**src/rtl/xy_multiplier_pkg.sv**
```systemverilog
// Shared constants and types for the xy_multiplier_seq coprocessor block:
// mode encodings, the register address map and the control FSM state type.
package xy_multiplier_pkg;

  localparam logic [1:0] MODE_MUL   = 2'b00;
  localparam logic [1:0] MODE_DIFSQ = 2'b01;
  localparam logic [1:0] MODE_SQR   = 2'b10;

  localparam logic [2:0] ADDR_A      = 3'd0;
  localparam logic [2:0] ADDR_B      = 3'd1;
  localparam logic [2:0] ADDR_CTRL   = 3'd2;
  localparam logic [2:0] ADDR_RESULT = 3'd3;
  localparam logic [2:0] ADDR_STATUS = 3'd4;

  typedef enum logic {
    IDLE,
    RUN
  } state_e;

endpackage

```
**src/rtl/xy_mul_core.sv**
```systemverilog
// One-bit-per-cycle shift-add multiplier datapath.
// Optional macro: XY_MULTIPLIER_SEQ_EARLY_EXIT_EN ends the run once the
// remaining multiplier bits are all zero.
module xy_mul_core
  import xy_multiplier_pkg::*;
#(
  parameter int unsigned WIDTH = 16
) (
  input  logic               clk,
  input  logic               rst,
  input  logic               load_i,
  input  logic               step_i,
  input  logic [WIDTH-1:0]   x_i,
  input  logic [WIDTH-1:0]   y_i,
  output logic [2*WIDTH-1:0] acc_next_o,
  output logic               done_o
);

  localparam int unsigned PW = 2 * WIDTH;
  localparam int unsigned CW = $clog2(WIDTH + 1);

  logic [PW-1:0]    x_q, x_d;
  logic [PW-1:0]    acc_q, acc_d;
  logic [PW-1:0]    acc_step;
  logic [WIDTH-1:0] y_q, y_d;
  logic [CW-1:0]    count_q, count_d;

  // X is kept pre-shifted by count, so X*2^count is just x_q.
  // Load operands on start; otherwise take one shift-add step while running.
  always_comb begin
    x_d      = x_q;
    y_d      = y_q;
    acc_d    = acc_q;
    count_d  = count_q;
    acc_step = y_q[0] ? (acc_q + x_q) : acc_q;
    if (load_i) begin
      x_d     = PW'(x_i);
      y_d     = y_i;
      acc_d   = '0;
      count_d = '0;
    end else if (step_i) begin
      x_d     = x_q << 1;
      y_d     = y_q >> 1;
      acc_d   = acc_step;
      count_d = count_q + 1'b1;
    end
  end

  // Flag the step that completes the product; the top commits acc_next_o then.
  always_comb begin
`ifdef XY_MULTIPLIER_SEQ_EARLY_EXIT_EN
    done_o = step_i && ((y_q >> 1) == '0);
`else
    done_o = step_i && (count_q == CW'(WIDTH - 1));
`endif
    acc_next_o = acc_step;
  end

  // Datapath registers.
  always_ff @(posedge clk or posedge rst) begin
    if (rst) begin
      x_q     <= '0;
      y_q     <= '0;
      acc_q   <= '0;
      count_q <= '0;
    end else begin
      x_q     <= x_d;
      y_q     <= y_d;
      acc_q   <= acc_d;
      count_q <= count_d;
    end
  end

endmodule

```
**src/rtl/xy_multiplier_seq.sv**
```systemverilog
// Memory-mapped sequential multiplier: register file, address decode,
// IDLE/RUN control FSM and registered read mux around xy_mul_core.
// Optional macro: XY_MULTIPLIER_SEQ_EARLY_EXIT_EN (data-dependent latency).
module xy_multiplier_seq
  import xy_multiplier_pkg::*;
#(
  parameter int unsigned WIDTH = 16
) (
  input  logic               CLK,
  input  logic               RST,
  input  logic               E,
  input  logic               W,
  input  logic               R,
  input  logic [2:0]         ADDR,
  input  logic [WIDTH-1:0]   D,
  output logic [2*WIDTH-1:0] OUT,
  output logic               BUSY,
  output logic               DONE
);

  localparam int unsigned PW = 2 * WIDTH;

  state_e           state_q, state_d;
  logic [WIDTH-1:0] a_q, a_d, b_q, b_d;
  logic [1:0]       mode_q, mode_d;
  logic [PW-1:0]    result_q, result_d;
  logic [PW-1:0]    out_q, out_d;
  logic             done_q, done_d;

  logic             wr_en, rd_en, start;
  logic [WIDTH-1:0] op_x, op_y;
  logic [PW-1:0]    core_acc;
  logic             core_done;

  // Strobe decode and factor selection from the mode in the START write.
  always_comb begin
    wr_en = E && W;
    rd_en = E && R;
    start = wr_en && (state_q == IDLE) && (ADDR == ADDR_CTRL) && D[0];
    case (D[2:1])
      MODE_DIFSQ: begin
        op_x = a_q + b_q;
        op_y = a_q - b_q;
      end
      MODE_SQR: begin
        op_x = a_q;
        op_y = a_q;
      end
      default: begin
        op_x = a_q;
        op_y = b_q;
      end
    endcase
  end

  xy_mul_core #(
    .WIDTH(WIDTH)
  ) u_core (
    .clk       (CLK),
    .rst       (RST),
    .load_i    (start),
    .step_i    (state_q == RUN),
    .x_i       (op_x),
    .y_i       (op_y),
    .acc_next_o(core_acc),
    .done_o    (core_done)
  );

  // Register writes, read mux, DONE bookkeeping and next state.
  // Completion is applied last so a RESULT read on the completion edge
  // does not clear the freshly set DONE.
  always_comb begin
    state_d  = state_q;
    a_d      = a_q;
    b_d      = b_q;
    mode_d   = mode_q;
    result_d = result_q;
    out_d    = out_q;
    done_d   = done_q;

    if (wr_en && (state_q == IDLE)) begin
      case (ADDR)
        ADDR_A:    a_d    = D;
        ADDR_B:    b_d    = D;
        ADDR_CTRL: mode_d = D[2:1];
        default:   ;
      endcase
    end

    if (start) begin
      done_d  = 1'b0;
      state_d = RUN;
    end

    if (rd_en) begin
      case (ADDR)
        ADDR_A:      out_d = PW'(a_q);
        ADDR_B:      out_d = PW'(b_q);
        ADDR_CTRL:   out_d = PW'(mode_q);
        ADDR_RESULT: out_d = result_q;
        ADDR_STATUS: out_d = PW'({done_q, state_q == RUN});
        default:     out_d = '0;
      endcase
      if (ADDR == ADDR_RESULT) done_d = 1'b0;
    end

    if ((state_q == RUN) && core_done) begin
      result_d = core_acc;
      done_d   = 1'b1;
      state_d  = IDLE;
    end
  end

  // State and register file.
  always_ff @(posedge CLK or posedge RST) begin
    if (RST) begin
      state_q  <= IDLE;
      a_q      <= '0;
      b_q      <= '0;
      mode_q   <= '0;
      result_q <= '0;
      out_q    <= '0;
      done_q   <= 1'b0;
    end else begin
      state_q  <= state_d;
      a_q      <= a_d;
      b_q      <= b_d;
      mode_q   <= mode_d;
      result_q <= result_d;
      out_q    <= out_d;
      done_q   <= done_d;
    end
  end

  assign OUT  = out_q;
  assign BUSY = (state_q == RUN);
  assign DONE = done_q;

endmodule

```
**config.mk**
```make
export PLATFORM = sky130hd
export DESIGN_NAME = xy_multiplier_seq
export DESIGN_NICKNAME = d
export VERILOG_FILES = /design/src/rtl/xy_multiplier_pkg.sv /design/src/rtl/xy_mul_core.sv /design/src/rtl/xy_multiplier_seq.sv
export SDC_FILE = /design/constraint.sdc
export NUM_CORES = 1
export LEC_CHECK = 0
export ABC_AREA = 1
export CAP_MARGIN = 40
export CORE_MARGIN = 2
export CORE_UTILIZATION = 43
export CTS_BUF_LIST = sky130_fd_sc_hd__clkbuf_8
export CTS_CLUSTER_SIZE = 8
export DETAILED_ROUTE_END_ITERATION = 8
export RECOVER_POWER = 25
export SYNTH_ARGS = -nofsm -noshare
export SYNTH_HDL_FRONTEND = slang
export SYNTH_SLANG_ARGS = --single-unit
```
**constraint.sdc**
```tcl
create_clock -name CLK -period 9.3 [get_ports CLK]
set_input_delay 2.79 -clock CLK [delete_from_list [all_inputs] [get_ports CLK]]
set_output_delay 2.79 -clock CLK [all_outputs]
set_load 0.005 [all_outputs]
```
[Yosys cells after proc, flatten, opt, wreduce, memory -nomap -nowiden]
Index checks and enable logic that the tools add are counted.
Storage, ports and cells
  word-level logic and storage cells: 54
  register bits: 185
Operators by class
  eq/ne operators: 7
  muxes and demuxes: 18
  bitwise gates (word level): 1
  reduce and logical (&&, ||, !) cells: 13
  add/subtract/negate cells: 4
Operators by type and width (number)
  2-to-1 mux 32 bit: 5
  case mux 32 bit (5 select lines): 1
  2-to-1 mux 16 bit: 3
  adder 32 bit: 1
  case mux 16 bit (2 select lines): 1
  adder 16 bit: 1
  subtractor 16 bit: 1
  2-to-1 mux 5 bit: 2
  logical AND 1 bit: 7
  equality test 3 x 2 -> 1 bit (second input constant): 2
  2-to-1 mux 1 bit: 6
  AND reduction 2 bit: 3
  adder 5 x 1 -> 5 bit (second input constant): 1
  equality test 5 x 4 -> 1 bit (second input constant): 1
  nonzero test 2 bit: 2
  equality test 3 x 1 -> 1 bit (second input constant): 1
  equality test 3 bit (second input constant): 1
  logical NOT 3 bit: 1
  equality test 2 x 1 -> 1 bit (second input constant): 1
  equality test 2 bit (second input constant): 1
  NOT 1 bit: 1

[Logic depth before layout (Yosys ltp)]
  depth after elaboration: 8
  depth in mapped cells: 15
  mapped depth without buffers: 14

[Cells and area by module]
Synthesis repeated with hierarchy kept, for this count alone.
Second synthesis, totals
  cell total of the unflattened synthesis: 1856
  area total of the unflattened synthesis: 12643.4 µm²
Modules (own cells, without submodules)
  xy_multiplier_seq: seq. area each 2502.4 µm², instances 1, area an instance 6374.9 µm², cells each 901
  xy_mul_core: seq. area each 2127.0 µm², instances 1, area an instance 6268.5 µm², cells each 955

[Worst setup path after synthesis]
OpenSTA, ideal clock, no wires.
  path kind: input to register
  start point: input port D[2]
  end point: register u_core.x_q[1]
  stages on the path: 9
  setup slack: 5.346 ns
  required time: 9.159 ns
  data arrival time: 3.812 ns
  buffers on the path: 3
  path through: inv_1 > ha_1 > buf_2 > inv_1 > buf_2 > buf_2 > nand2_1 > o211ai_1 > o221ai_1
Between the ends
  cells in the longest elaborated chain, start to end: 3
RTL lines
  start: declaration: RTL line xy_multiplier_seq.sv:15  | input logic [WIDTH-1:0] D,
  equality test 2 x 1 -> 1 bit: RTL line xy_multiplier_seq.sv:40  | case (D[2:1])
  2-to-1 mux 16 bit: RTL line xy_multiplier_seq.sv:40
  2-to-1 mux 32 bit: RTL line xy_mul_core.sv:36  | if (load_i) begin
  end signal: assignment: RTL line xy_mul_core.sv:62  | x_q <= '0;
  end signal: assignment: RTL line xy_mul_core.sv:67  | x_q <= x_d;
  end: declaration: RTL line xy_mul_core.sv:22  | logic [PW-1:0] x_q, x_d;
No other way between the ends.
A chain may end at the register's enable or synchronous reset.

[Worst setup path in the final report]
  start point: input port D[1]
  end point: register u_core.y_q[1]
Between the ends
  cells in the longest elaborated chain, start to end: 3
  elaborated cells between the ends (all ways): 4
RTL lines
  equality test 2 bit / equality test 2 x 1 -> 1 bit (equally long branches): RTL line xy_multiplier_seq.sv:40
  case mux 16 bit (2 select lines) (*): RTL line xy_multiplier_seq.sv:40
  2-to-1 mux 16 bit (*): RTL line xy_mul_core.sv:36
  end signal: assignment: RTL line xy_mul_core.sv:68  | y_q <= y_d;
  end: declaration: RTL line xy_mul_core.sv:25  | logic [WIDTH-1:0] y_q, y_d;
Every way passes the cells marked *; elsewhere a longest branch is shown, timed or not.

==> metrics <==
global-route wire length before repair approximately 62000 um; setup TNS 0 ns; # clock sinks 185; Synthesis Warnings 0; Commonest cells post-synth nand2_1, inv_1, dfrtp_1; # fillers between 2000 and 3000; core area 28010 um^2; starting density of the core 0.4397; routability cong. 0.9370; Final Power 3.590 mW; Clk Latency, worst-skew pair about 0.50 ns; most frequent CP cell o221ai_1; Data required, critical path 9.66 ns; Hold Path Cell Cnt 2; row count 61; maximum vdd drop 0.00008873 V; # resized after CTS 0; Post-CTS Hold Buffers 0; clk root buf clkbuf_8; power per standard cell area 263.2 nW/um^2; Final Net Count between 1500 and 2000; cell taking the most area after synthesis dfrtp_1; num ports 58; PortBufs 57; dpl hpwl 29030 um; type of origin of the critical path primary input; Fmax achieved 0.2062 GHz; # diodes 0; die area 30010 um^2; Post-Syn Area 12320 um^2; Placed Area 13240 um^2; final wirelength approximately 39000 um; most frequent cell after synthesis nand2_1; pin count of the biggest net entering global routing 118; final instance area 13640 um^2; CTS H-tree lvls 4; RSZ-0062 raised after global routing false; CTS Buf Count 17; MaxCap Viol Count 1; leakage power 7.234 nW; clock skew between 0.015 and 0.02 ns; slowest CP cell ha_1; sequential fraction of the synthesis area 0.3759; flop2flop setup slack 5.03 ns; initial DRC count 905; largest cells by area after synthesis dfrtp_1, nand2_1, inv_1, ha_1, nand3_1; DR vias/cell 5.268; CTS tree yes; EDFF count, synth 0; Remaining Overflow, GRT 0; status finished with violations; Syn Area/Cell 6.880 um^2; Hold WC Path Type reg -> reg; drt first pass iters 5; post-synth top area share 0.3759; Crit. End Element register; hold path startpoint OUT[1]; Mapped Cells about 1800; WS Path Type in -> reg; vias 11640; Period minus WS final 4.850 ns; CP arrival around 5.2 ns; # Post-CTS Setup Buffers 0; DRT antenna net count 0; clock-pin slew on the worst setup and hold paths approximately 0.11 ns; Final Cycle Share 0.5215; worst-path fanout max 23; # DRC 0; Finish-stage setup viols 0; share of cells above drive strength 1 0.03823; Worst slew margin -0.3352; CP max stage delay 0.87 ns; syn nets around 1900; worst reg-to-reg path cell count 10; initial antenna violation count 0; Syn-to-layout area delta 10.75%; Distinct cells, synth 39; Tot GR Track Use 0.2639; Max clock buf depth 2; vias in the first global route 11040; worst-margin pin slew 2.003 ns; Synth Register Bits 185; final hold vios 0; die height 173.2 um; Reg-to-Reg Start u_core.count_q[0]; Crit Reg-Reg Endpoint result_q[15]; drt wl/cell 17.55 um; failing checks capacitance limit, slew limit; Die X approximately 170 um; Top FF cell, synth dfrtp_1; crit path cell chain clkdlybuf4s50_1, inv_1, ha_1, clkinv_1, o221ai_1, o221ai_1; FFs w/ async S/R, synth 1.000; Min-Delay Endpoint OUT[1]; Slew Limit Fails 43
-- placed cells by master, fill, tap and decap left out, types with 18 or more instances in the layout --
cell / netlist / final
a21oi_1: 93 / 93
o21ai_0: 121 / 121
ha_1: 66 / 66
clkbuf_8: 0 / 18
inv_1: 267 / 267
nand3_1: 130 / 130
clkdlybuf4s50_1: 0 / 56
nand2_1: 592 / 592
nor2_1: 106 / 106
o22ai_1: 26 / 26
dfrtp_1: 185 / 185
a22o_1: 18 / 18
-- power by group --
part,internal [mW],switching (mW)
sequential,1.00,0.197
clock,0.253,0.333
combinational,0.626,1.18
total,1.88,1.71
-- worst max path at each step --
stage	startpoint	endpoint	slack (ns)
6_report	D[1]	u_core.y_q[1]	4.45
4_1_cts	D[1]	u_core.y_q[1]	4.50
3_5_place_dp	D[1]	u_core.y_q[1]	3.95
3_3_place_gp	D[1]	u_core.y_q[1]	4.03
5_1_grt	D[1]	u_core.y_q[1]	4.24
2_1_floorplan	RST	BUSY	1.48
-- logic make-up after synthesis --
| group | count (synthesis) | share of synthesized area |
|---|---|---|
| buf+inv | 338 | 0.1066 |
| fa+ha+maj | 69 | 0.07193 |
| compound gates | 308 | 0.1443 |
| simple gates | 867 | 0.2847 |
| mux | 3 | 0.002438 |
| flops | 185 | 0.3759 |
| xor+xnor | 20 | 0.01422 |
-- layout make-up --
type	count	area (um^2)	share of cell area
Tap cell	378	473.0	0.03468
Clock inverter	14	165.2	0.01211
Sequential cell	185	4629	0.3394
Timing Repair Buffer	72	710.7	0.05211
Clock buffer	18	247.7	0.01816
Inverter	275	1040	0.07623
Multi-Input combinational cell	1267	6374	0.4673
-- through the flow --
stage | std cells | utilization | setup slack, ns | hold WS, ns
CTS | 2209 | 0.4875 | 4.505 | 0.4937
global route | 2209 | 0.4869 | 4.244 | 0.5262
detailed placement | 2177 | 0.4727 | 3.955 | 0.4668
global placement | 2172 | 0.4699 | 4.027 | 0.4650
floorplan | 1790 | - | 1.481 | 0.4436
finish | 2209 | 0.4869 | 4.450 | 0.4875
-- flip-flops by register name, indices dropped and copies added (netlist names), 5 cells and up --
| signal | flops |
|---|---|
| u_core.y_q | 16 |
| u_core.x_q | 32 |
| result_q | 32 |
| u_core.count_q | 5 |
| OUT | 32 |
| b_q | 16 |
| a_q | 16 |
| u_core.acc_q | 32 |
-- metal layers --
metal / routed length [um] / vias up / GRT usage
met5: 99 / - / 0.02404
met4: 941 / 2 / 0.08757
met3: 2041 / 44 / 0.04474
met2: 17550 / 306 / 0.4143
met1: 18130 / 5513 / 0.3682
li1: - / 5773 / -
-- worst max-delay path, delay by kind of cell --
kind,cells,cell delay (ns)
compound gates,2,0.45
fa+ha+maj,1,0.87
buf+inv,3,1.10
(Power assumes the default switching activity.)
